--- src/rtl/oled_pkg.sv ---
// Shared types and constants for the OLED text renderer: FSM states, SSD1306
// command bytes, frame geometry and the glyph substitution rule.
package oled_pkg;

    localparam int NUM_PAGES       = 4;
    localparam int NUM_CHARS       = 16;
    localparam int GLYPH_W         = 8;
    localparam int CMDS_PER_PAGE   = 3;
    localparam int BYTES_PER_FRAME = NUM_PAGES * (CMDS_PER_PAGE + NUM_CHARS * GLYPH_W);

    localparam logic [1:0] PAGE_LAST = 2'(NUM_PAGES - 1);
    localparam logic [3:0] CHAR_LAST = 4'(NUM_CHARS - 1);
    localparam logic [2:0] COL_LAST  = 3'(GLYPH_W - 1);
    localparam logic [1:0] CMD_LAST  = 2'(CMDS_PER_PAGE - 1);

    localparam logic [7:0] CMD_PAGE_BASE = 8'hB0;
    localparam logic [7:0] CMD_COL_LO    = 8'h00;
    localparam logic [7:0] CMD_COL_HI    = 8'h10;

    // Non-ASCII codes (bit 7 set) render as a blank space glyph.
    localparam logic [6:0] SUBST_GLYPH = 7'h20;

    typedef enum logic [2:0] {
        ST_IDLE  = 3'd0,
        ST_CMD   = 3'd1,
        ST_FETCH = 3'd2,
        ST_LATCH = 3'd3,
        ST_SEND  = 3'd4,
        ST_FIN   = 3'd5
    } state_t;

    function automatic logic [6:0] glyph_of(input logic [7:0] ascii);
        return ascii[7] ? SUBST_GLYPH : ascii[6:0];
    endfunction

    // Page preamble: set page address, then column address low/high nibble = 0.
    function automatic logic [7:0] cmd_byte(input logic [1:0] idx, input logic [1:0] page);
        case (idx)
            2'd0:    return CMD_PAGE_BASE | {6'd0, page};
            2'd1:    return CMD_COL_LO;
            default: return CMD_COL_HI;
        endcase
    endfunction

endpackage

--- src/rtl/oled_byte_hold.sv ---
// Output holding register for the SPI byte stream: keeps tx_data/tx_dc/tx_valid
// stable while the transmitter stalls.
module oled_byte_hold (
    input  logic       clk,
    input  logic       rst,
    input  logic       load,
    input  logic [7:0] load_data,
    input  logic       load_dc,
    input  logic       tx_ready,
    output logic       tx_valid,
    output logic [7:0] tx_data,
    output logic       tx_dc
);

    // Handshake: a byte transfers on a rising edge where tx_valid && tx_ready.
    // Once raised, tx_valid and the payload hold until that edge (only rst
    // drops them early); load is only issued while tx_valid is low.
    always_ff @(posedge clk) begin
        if (rst) begin
            tx_valid <= 1'b0;
            tx_data  <= 8'h00;
            tx_dc    <= 1'b0;
        end else if (load) begin
            tx_valid <= 1'b1;
            tx_data  <= load_data;
            tx_dc    <= load_dc;
        end else if (tx_valid && tx_ready) begin
            tx_valid <= 1'b0;
        end
    end

endmodule

--- src/rtl/oled_text_renderer.sv ---
// Frame sequencer: walks the 4x16 text buffer, looks up glyph columns and streams
// SSD1306 page commands plus pixel bytes. Optional cursor inversion: OLED_CURSOR_EN.
module oled_text_renderer
    import oled_pkg::*;
(
    input  logic       clk,
    input  logic       rst,
    input  logic       start,
    output logic       busy,
    output logic       done,
    output logic [8:0] base_addr,
    input  logic [7:0] ascii_data,
    output logic [9:0] font_addr,
    input  logic [7:0] font_data,
    output logic       tx_valid,
    input  logic       tx_ready,
    output logic [7:0] tx_data,
    output logic       tx_dc,
`ifdef OLED_CURSOR_EN
    input  logic       cursor_en,
    input  logic [5:0] cursor_pos,
`endif
    output state_t     dbg_state
);

    state_t     state, state_nxt;
    logic [1:0] page;
    logic [3:0] chr;
    logic [2:0] col;
    logic [1:0] cmd_idx;
    logic       hs;
    logic       last_col;
    logic       last_char;
    logic       load;
    logic [7:0] load_data;
    logic       load_dc;
    logic [7:0] font_byte;

    assign hs        = tx_valid && tx_ready;
    assign last_col  = (col == COL_LAST);
    assign last_char = last_col && (chr == CHAR_LAST);
    assign base_addr = {page, chr, col};
    assign dbg_state = state;

`ifdef OLED_CURSOR_EN
    logic cursor_hit;

    // Captured alongside the font lookup so it lines up with font_data in LATCH.
    always_ff @(posedge clk) begin
        if (rst) begin
            cursor_hit <= 1'b0;
        end else if (state == ST_FETCH) begin
            cursor_hit <= cursor_en && ({page, chr} == cursor_pos);
        end
    end

    assign font_byte = font_data ^ {8{cursor_hit}};
`else
    assign font_byte = font_data;
`endif

    always_ff @(posedge clk) begin
        if (rst) begin
            state   <= ST_IDLE;
            page    <= 2'd0;
            chr     <= 4'd0;
            col     <= 3'd0;
            cmd_idx <= 2'd0;
        end else begin
            state <= state_nxt;
            if (state == ST_IDLE && start) begin
                page    <= 2'd0;
                chr     <= 4'd0;
                col     <= 3'd0;
                cmd_idx <= 2'd0;
            end
            if (state == ST_CMD && hs) begin
                cmd_idx <= (cmd_idx == CMD_LAST) ? 2'd0 : cmd_idx + 2'd1;
            end
            // col carries into char, char carries into page; all wrap to zero.
            if (state == ST_SEND && hs) begin
                col <= col + 3'd1;
                if (last_col) begin
                    chr <= chr + 4'd1;
                    if (chr == CHAR_LAST) begin
                        page <= page + 2'd1;
                    end
                end
            end
        end
    end

    always_comb begin
        state_nxt = state;
        busy      = 1'b0;
        done      = 1'b0;
        font_addr = 10'd0;
        load      = 1'b0;
        load_data = font_byte;
        load_dc   = 1'b1;
        case (state)
            ST_IDLE: begin
                if (start) begin
                    state_nxt = ST_CMD;
                end
            end
            ST_CMD: begin
                busy      = 1'b1;
                load_dc   = 1'b0;
                load_data = cmd_byte(cmd_idx, page);
                if (!tx_valid) begin
                    load = 1'b1;
                end else if (tx_ready && cmd_idx == CMD_LAST) begin
                    state_nxt = ST_FETCH;
                end
            end
            ST_FETCH: begin
                busy      = 1'b1;
                font_addr = {glyph_of(ascii_data), col};
                state_nxt = ST_LATCH;
            end
            ST_LATCH: begin
                busy      = 1'b1;
                load      = 1'b1;
                state_nxt = ST_SEND;
            end
            ST_SEND: begin
                busy = 1'b1;
                if (hs) begin
                    if (!last_char) begin
                        state_nxt = ST_FETCH;
                    end else if (page == PAGE_LAST) begin
                        state_nxt = ST_FIN;
                    end else begin
                        state_nxt = ST_CMD;
                    end
                end
            end
            ST_FIN: begin
                done      = 1'b1;
                state_nxt = ST_IDLE;
            end
            default: begin
                state_nxt = ST_IDLE;
            end
        endcase
    end

    oled_byte_hold u_byte_hold (
        .clk       (clk),
        .rst       (rst),
        .load      (load),
        .load_data (load_data),
        .load_dc   (load_dc),
        .tx_ready  (tx_ready),
        .tx_valid  (tx_valid),
        .tx_data   (tx_data),
        .tx_dc     (tx_dc)
    );

endmodule
--- config.mk ---
export PLATFORM = sky130hd
export DESIGN_NAME = oled_text_renderer
export DESIGN_NICKNAME = d
export VERILOG_FILES = /design/src/rtl/oled_pkg.sv /design/src/rtl/oled_byte_hold.sv /design/src/rtl/oled_text_renderer.sv
export SDC_FILE = /design/constraint.sdc
export NUM_CORES = 1
export LEC_CHECK = 0
export CAP_MARGIN = 20
export CORE_ASPECT_RATIO = 1.5
export CORE_UTILIZATION = 30
export DETAILED_ROUTE_END_ITERATION = 8
export GPL_ROUTABILITY_DRIVEN = 0
export HOLD_SLACK_MARGIN = 0.08
export PLACE_DENSITY = 0.67
export SETUP_SLACK_MARGIN = 0.05
export SLEW_MARGIN = 5
export SYNTH_ARGS = -nofsm -noshare
export SYNTH_HDL_FRONTEND = slang
export SYNTH_SLANG_ARGS = --single-unit
--- constraint.sdc ---
create_clock -name clk -period 5.2 [get_ports clk]
set_clock_uncertainty 0.1 [all_clocks]
set_input_delay 1.04 -clock clk [delete_from_list [all_inputs] [get_ports clk]]
set_output_delay 1.04 -clock clk [all_outputs]
set_load 0.03 [all_outputs]
=== Word level (Yosys, flattened, before mapping) ===
Cells that the tools add are included.

* Register bits after elaboration: 24

* Mux-type cells: 30
* Reductions and logical operators: 13
* Add/sub/neg operators: 4
* Equality and inequality tests: 14

{| class="wikitable"
|+ Operators by type and width
! kind !! count
|-
| $mux 3 || 8
|-
| $pmux 8 s2 || 1
|-
| $pmux 3 s5 || 1
|-
| $mux 2 || 7
|-
| $mux 4 || 3
|-
| $mux 10 || 1
|-
| $eq 3x3->1 const B || 3
|-
| $mux 8 || 1
|-
| $mux 7 || 1
|-
| $eq 3x2->1 const B || 2
|-
| $logic_and 1x1->1 || 6
|-
| $mux 1 || 6
|-
| $reduce_bool 2->1 || 3
|-
| $add 2x1->2 const B || 2
|-
| $add 4x1->4 const B || 1
|-
| $eq 2x2->1 const B || 2
|-
| $eq 4x4->1 const B || 1
|-
| $ne 2x1->1 const B || 2
|-
| $ne 2x2->1 const B || 2
|-
| $reduce_and 4->1 || 1
|-
| $reduce_or 4->1 || 1
|-
| $add 3x1->3 const B || 1
|-
| $eq 3x1->1 const B || 1
|-
| $logic_not 3->1 || 1
|-
| other kinds (3) || 3
|}

=== Longest topological paths before layout ===
* Depth after elaboration: 6
* Gate-level depth with buffers: 6
* Mapped depth without buffers: 6

=== Cells and area by module ===
From an unflattened synthesis, not the netlist that was laid out.

* Cells, all modules: 165
* Area total of the unflattened synthesis: 1,372.6 µm²

{| class="wikitable"
|+ Modules (own cells, without submodules)
! module !! times used !! seq. area each (µm²) !! cells each !! area an instance (µm²)
|-
| oled_text_renderer || 1 || 280.3 || 132 || 1,017.2
|-
| oled_byte_hold || 1 || 200.2 || 33 || 355.3
|}

=== Least setup slack after synthesis ===
No wires, ideal clock.

* Path type: input-to-output
* From: in ascii_data[7]
* To: out font_addr[3]
* Arrival time: 1,750 ps
* Setup slack: 2,310 ps
* Required time: 4,060 ps
* Cell stages on the path: 2
* Cells stage by stage: nor4_1 > and2_1

* Cells in the longest elaborated chain, start to end: 2

{| class="wikitable"
|+ RTL lines
! item !! line !! RTL
|-
| start: declaration || oled_text_renderer.sv:12 || <nowiki>input logic [7:0] ascii_data,</nowiki>
|-
| $mux 7 || oled_pkg.sv:33 || <nowiki>return ascii[7] ? SUBST_GLYPH : ascii[6:0];</nowiki>
|-
| $mux 10 || oled_text_renderer.sv:101 || <nowiki>case (state)</nowiki>
|-
| end: declaration || oled_text_renderer.sv:13 || <nowiki>output logic [9:0] font_addr,</nowiki>
|}

No other way between the ends.

=== Final worst setup path ===
* From: in ascii_data[7]
* To: out font_addr[5]

The elaborated chain is that of the path after synthesis.

==> results.cfg <==
[global_route]
grt.total_usage_pct = 14.8
use_met2_pct = 26.7
grt_most_used_layer = met2
grtUsageMet1_pct = 17.0
grt_max_degree = 25
grt_pass1_wl_mm = 5.36
grt-ovfl-total = 0
antenna_found_initial = 0
globalRouteMet3Util_pct = 3.12
grt_pass1_vias = 1166

[detailed_routing]
drc = 0
ant_nets = 0
wirelength_mm = 3.15
viasPerCell = 5.04
wl_per_cell_um = 12.7
routed-via-count = 1251
drtIter0Drc = 23
drt-pass1-iter-count = 4

[pwr]
leakage_nw = 0.668
powerDensity_mw_per_mm2 = 247
vdd_ir_drop_max_uv = 167

[synth]
synth_fa_ha_area_share_pct = 3.89
ys.flop_type = dfxtp_1
syn_inst = 156
async_reset_ff_share_pct = 0
syn_area_mm2 = 0.00129
synth-simple-area-share_pct = 30.1
synth_top_cell_area_share_pct = 37.3
synth_edf_count = 0
synth_top_family_by_area = simple AND/OR/NAND/NOR gates
synthMuxAreaShare_pct = 3.40
syn-num-nets = 180
yosysSeqAreaShare_pct = 37.3
yosysMostFrequentCell = dfxtp_1
ys_types = 42
synth_compound_area_share_pct = 17.9
syn-mean-instance-area_um2 = 8.25
synthXorXnorAreaFrac_pct = 2.72
yosys.area.top_type = dfxtp_1
ys_top_cells_by_area = dfxtp_1, nor2_1, a21oi_1
yosysWarningCount = 0
synth_commonest_cells = dfxtp_1, nor2_1, a21oi_1
ys_ff_latch = 24

[critical_path]
cp-endpoint = font_addr[5]
worst_setup_path_end_kind = primary output
cp_num_cells = 4
worstPathMaxFanout = 6
crit_path_start_kind = input pin
crit_start = ascii_data[7]
crit_family = buffers and inverters
cp_cell_sequence = clkdlybuf4s50_1 > nor4_1 > and2_1 > clkdlybuf4s50_1
r2r_start = dbg_state[2]
cp_num_buf_inv = 2
arrival_ns = 2.78
critPathMaxStageDelay_ns = 0.66
rr_endpoint = page[0]
required_ns = 4.06
worstSetupPathType = in -> out
r2r_slack_ns = 3.14
rr_worst_depth = 4
worst_path_most_repeated_cell = clkdlybuf4s50_1
slowest_stage = clkdlybuf4s50_1

[floorplanning]
fp.dieH_um = 82.2
ioPinCount = 54
coreArea_mm2 = 0.00403
dieArea_mm2 = 0.00456
rows = 28
die_w_um = 55.5
initial_core_util_pct = 32.0

[clock_network]
clock_sinks = 24
clk_path_buf_depth = 2
clock_latency_ns = 0.27
cts_inserted_buffers = 3
clock-root-buffer = clkbuf_8
cts_resized = 0
cts_hold_buf = 0
cts_tree = yes
clkTransAtPathRegs_ns = 0.10
postCtsSetupBuffers = 0
htreeDepth = 1

[layout]
num-nets-final = 228
fill_cells = 418
area_growth_pct = 47.3
layout-drive-gt1-share_pct = 4.93
diodes = 0
final_util_pct = 47.1

[sta]
fin_crit_ns = 3.92
final-setup-viol-count = 0
fmax_mhz = 255
rsz0062_at_grt = false
finalCritPeriodShare_pct = 75.3
fin_tns_setup_ns = 0
hold_viol = 0
slew_violations = 0
worst_slew_pin_slew_ns = 0.891
relSlewSlack_pct = 40.4

[placed_design]
portBuffers = 53
detailed_place_hpwl_mm = 2.31

[status]
outcome = finished, final reports clean

[worst_hold_path]
min_from = u_byte_hold.tx_data[4]
hold_class = reg -> reg

[job]
maxCapViolations = 0
sequential cells by signal, indices dropped and copies added (netlist names):
signal                cells
col                       3
cmd_idx                   2
u_byte_hold.tx_valid      1
chr                       4
u_byte_hold.tx_dc         1
dbg_state                 3
u_byte_hold.tx_data       8
page                      2
worst min path at each step:
stage / to / cells past startpoint
2_1_floorplan: cmd_idx[0] / 2
3_3_place_gp: u_byte_hold.tx_data[4] / 2
3_5_place_dp: u_byte_hold.tx_data[4] / 2
4_1_cts: u_byte_hold.tx_data[4] / 2
5_1_grt: u_byte_hold.tx_data[4] / 2
6_report: u_byte_hold.tx_data[4] / 2
routing by layer:
layer | up-vias | part of all wire, %
met5 | - | 0
met4 | 0 | 0.79
met3 | 2 | 5.1
met2 | 36 | 52
met1 | 565 | 42
li1 | 648 | -
through the flow:
stage	instance area [um^2]	total power [W]	cells	setup slack [ns]	hold WS [ns]
6_report	1900	0.000469	248	1.28	0.369
3_3_place_gp	1830	0.000308	244	1.32	0.350
2_1_floorplan	1290	0.000266	156	2.31	0.457
3_5_place_dp	1830	0.000308	244	1.25	0.348
4_1_cts	1900	0.000475	248	1.24	0.369
5_1_grt	1900	0.000494	248	1.00	0.408
power breakdown:
part / total (W) / leakage (nW) / internal [W] / switching, W
Combinational: 0.000100 / 0.437 / 0.0000453 / 0.0000549
Clock: 0.000166 / 0.0357 / 0.000103 / 0.0000635
Sequential: 0.000202 / 0.195 / 0.000192 / 0.0000106
area by class of cell:
type / count / area (um^2) / area share [%]
Sequential cell: 24 / 480 / 25.3
Tap cell: 45 / 56.3 / 2.97
Multi-Input combinational cell: 119 / 747 / 39.4
Clock inverter: 1 / 30.0 / 1.58
Timing Repair Buffer: 53 / 531 / 28.0
Clock buffer: 3 / 41.3 / 2.18
Inverter: 3 / 11.3 / 0.594
cell families after synthesis:
| kind of cell | count (synthesis) |
|---|---|
| muxes | 4 |
| AOI/OAI and AO/OA | 36 |
| adders and majority gates | 4 |
| buffers and inverters | 13 |
| DFF | 24 |
| xor gates and xnor gates | 4 |
| and+or+nand+nor | 71 |
cells in the final DEF (no fill, tap or decap), types with 2 or more instances in the layout:
master | netlist | layout
clkdlybuf4s50_1 | 0 | 53
dfxtp_1 | 24 | 24
nor2_1 | 19 | 19
a21oi_1 | 14 | 14
nand2_1 | 11 | 11
and2_1 | 9 | 9
nor3_1 | 8 | 8
nand3_1 | 5 | 5
a211oi_1 | 4 | 4
ha_1 | 4 | 4
nor4_1 | 3 | 3
xnor2_1 | 3 | 3
nand2b_1 | 3 | 3
o21ai_0 | 3 | 3
a22oi_1 | 3 | 3
o211ai_1 | 3 | 3
clkbuf_8 | 0 | 3
or3b_1 | 2 | 2
mux2_2 | 2 | 2
a31oi_1 | 2 | 2
nor3_4 | 2 | 2
inv_1 | 2 | 2
a221oi_1 | 2 | 2
o21a_1 | 2 | 2
worst reg2reg max path: stages (launching register included):
cell,delay (ns)
dfxtp_1,0.64
or3b_1,0.54
nor3_4,0.29
mux2_1,0.34
nor2_1,0.08
Note: power is estimated with default switching activity, not from simulation.
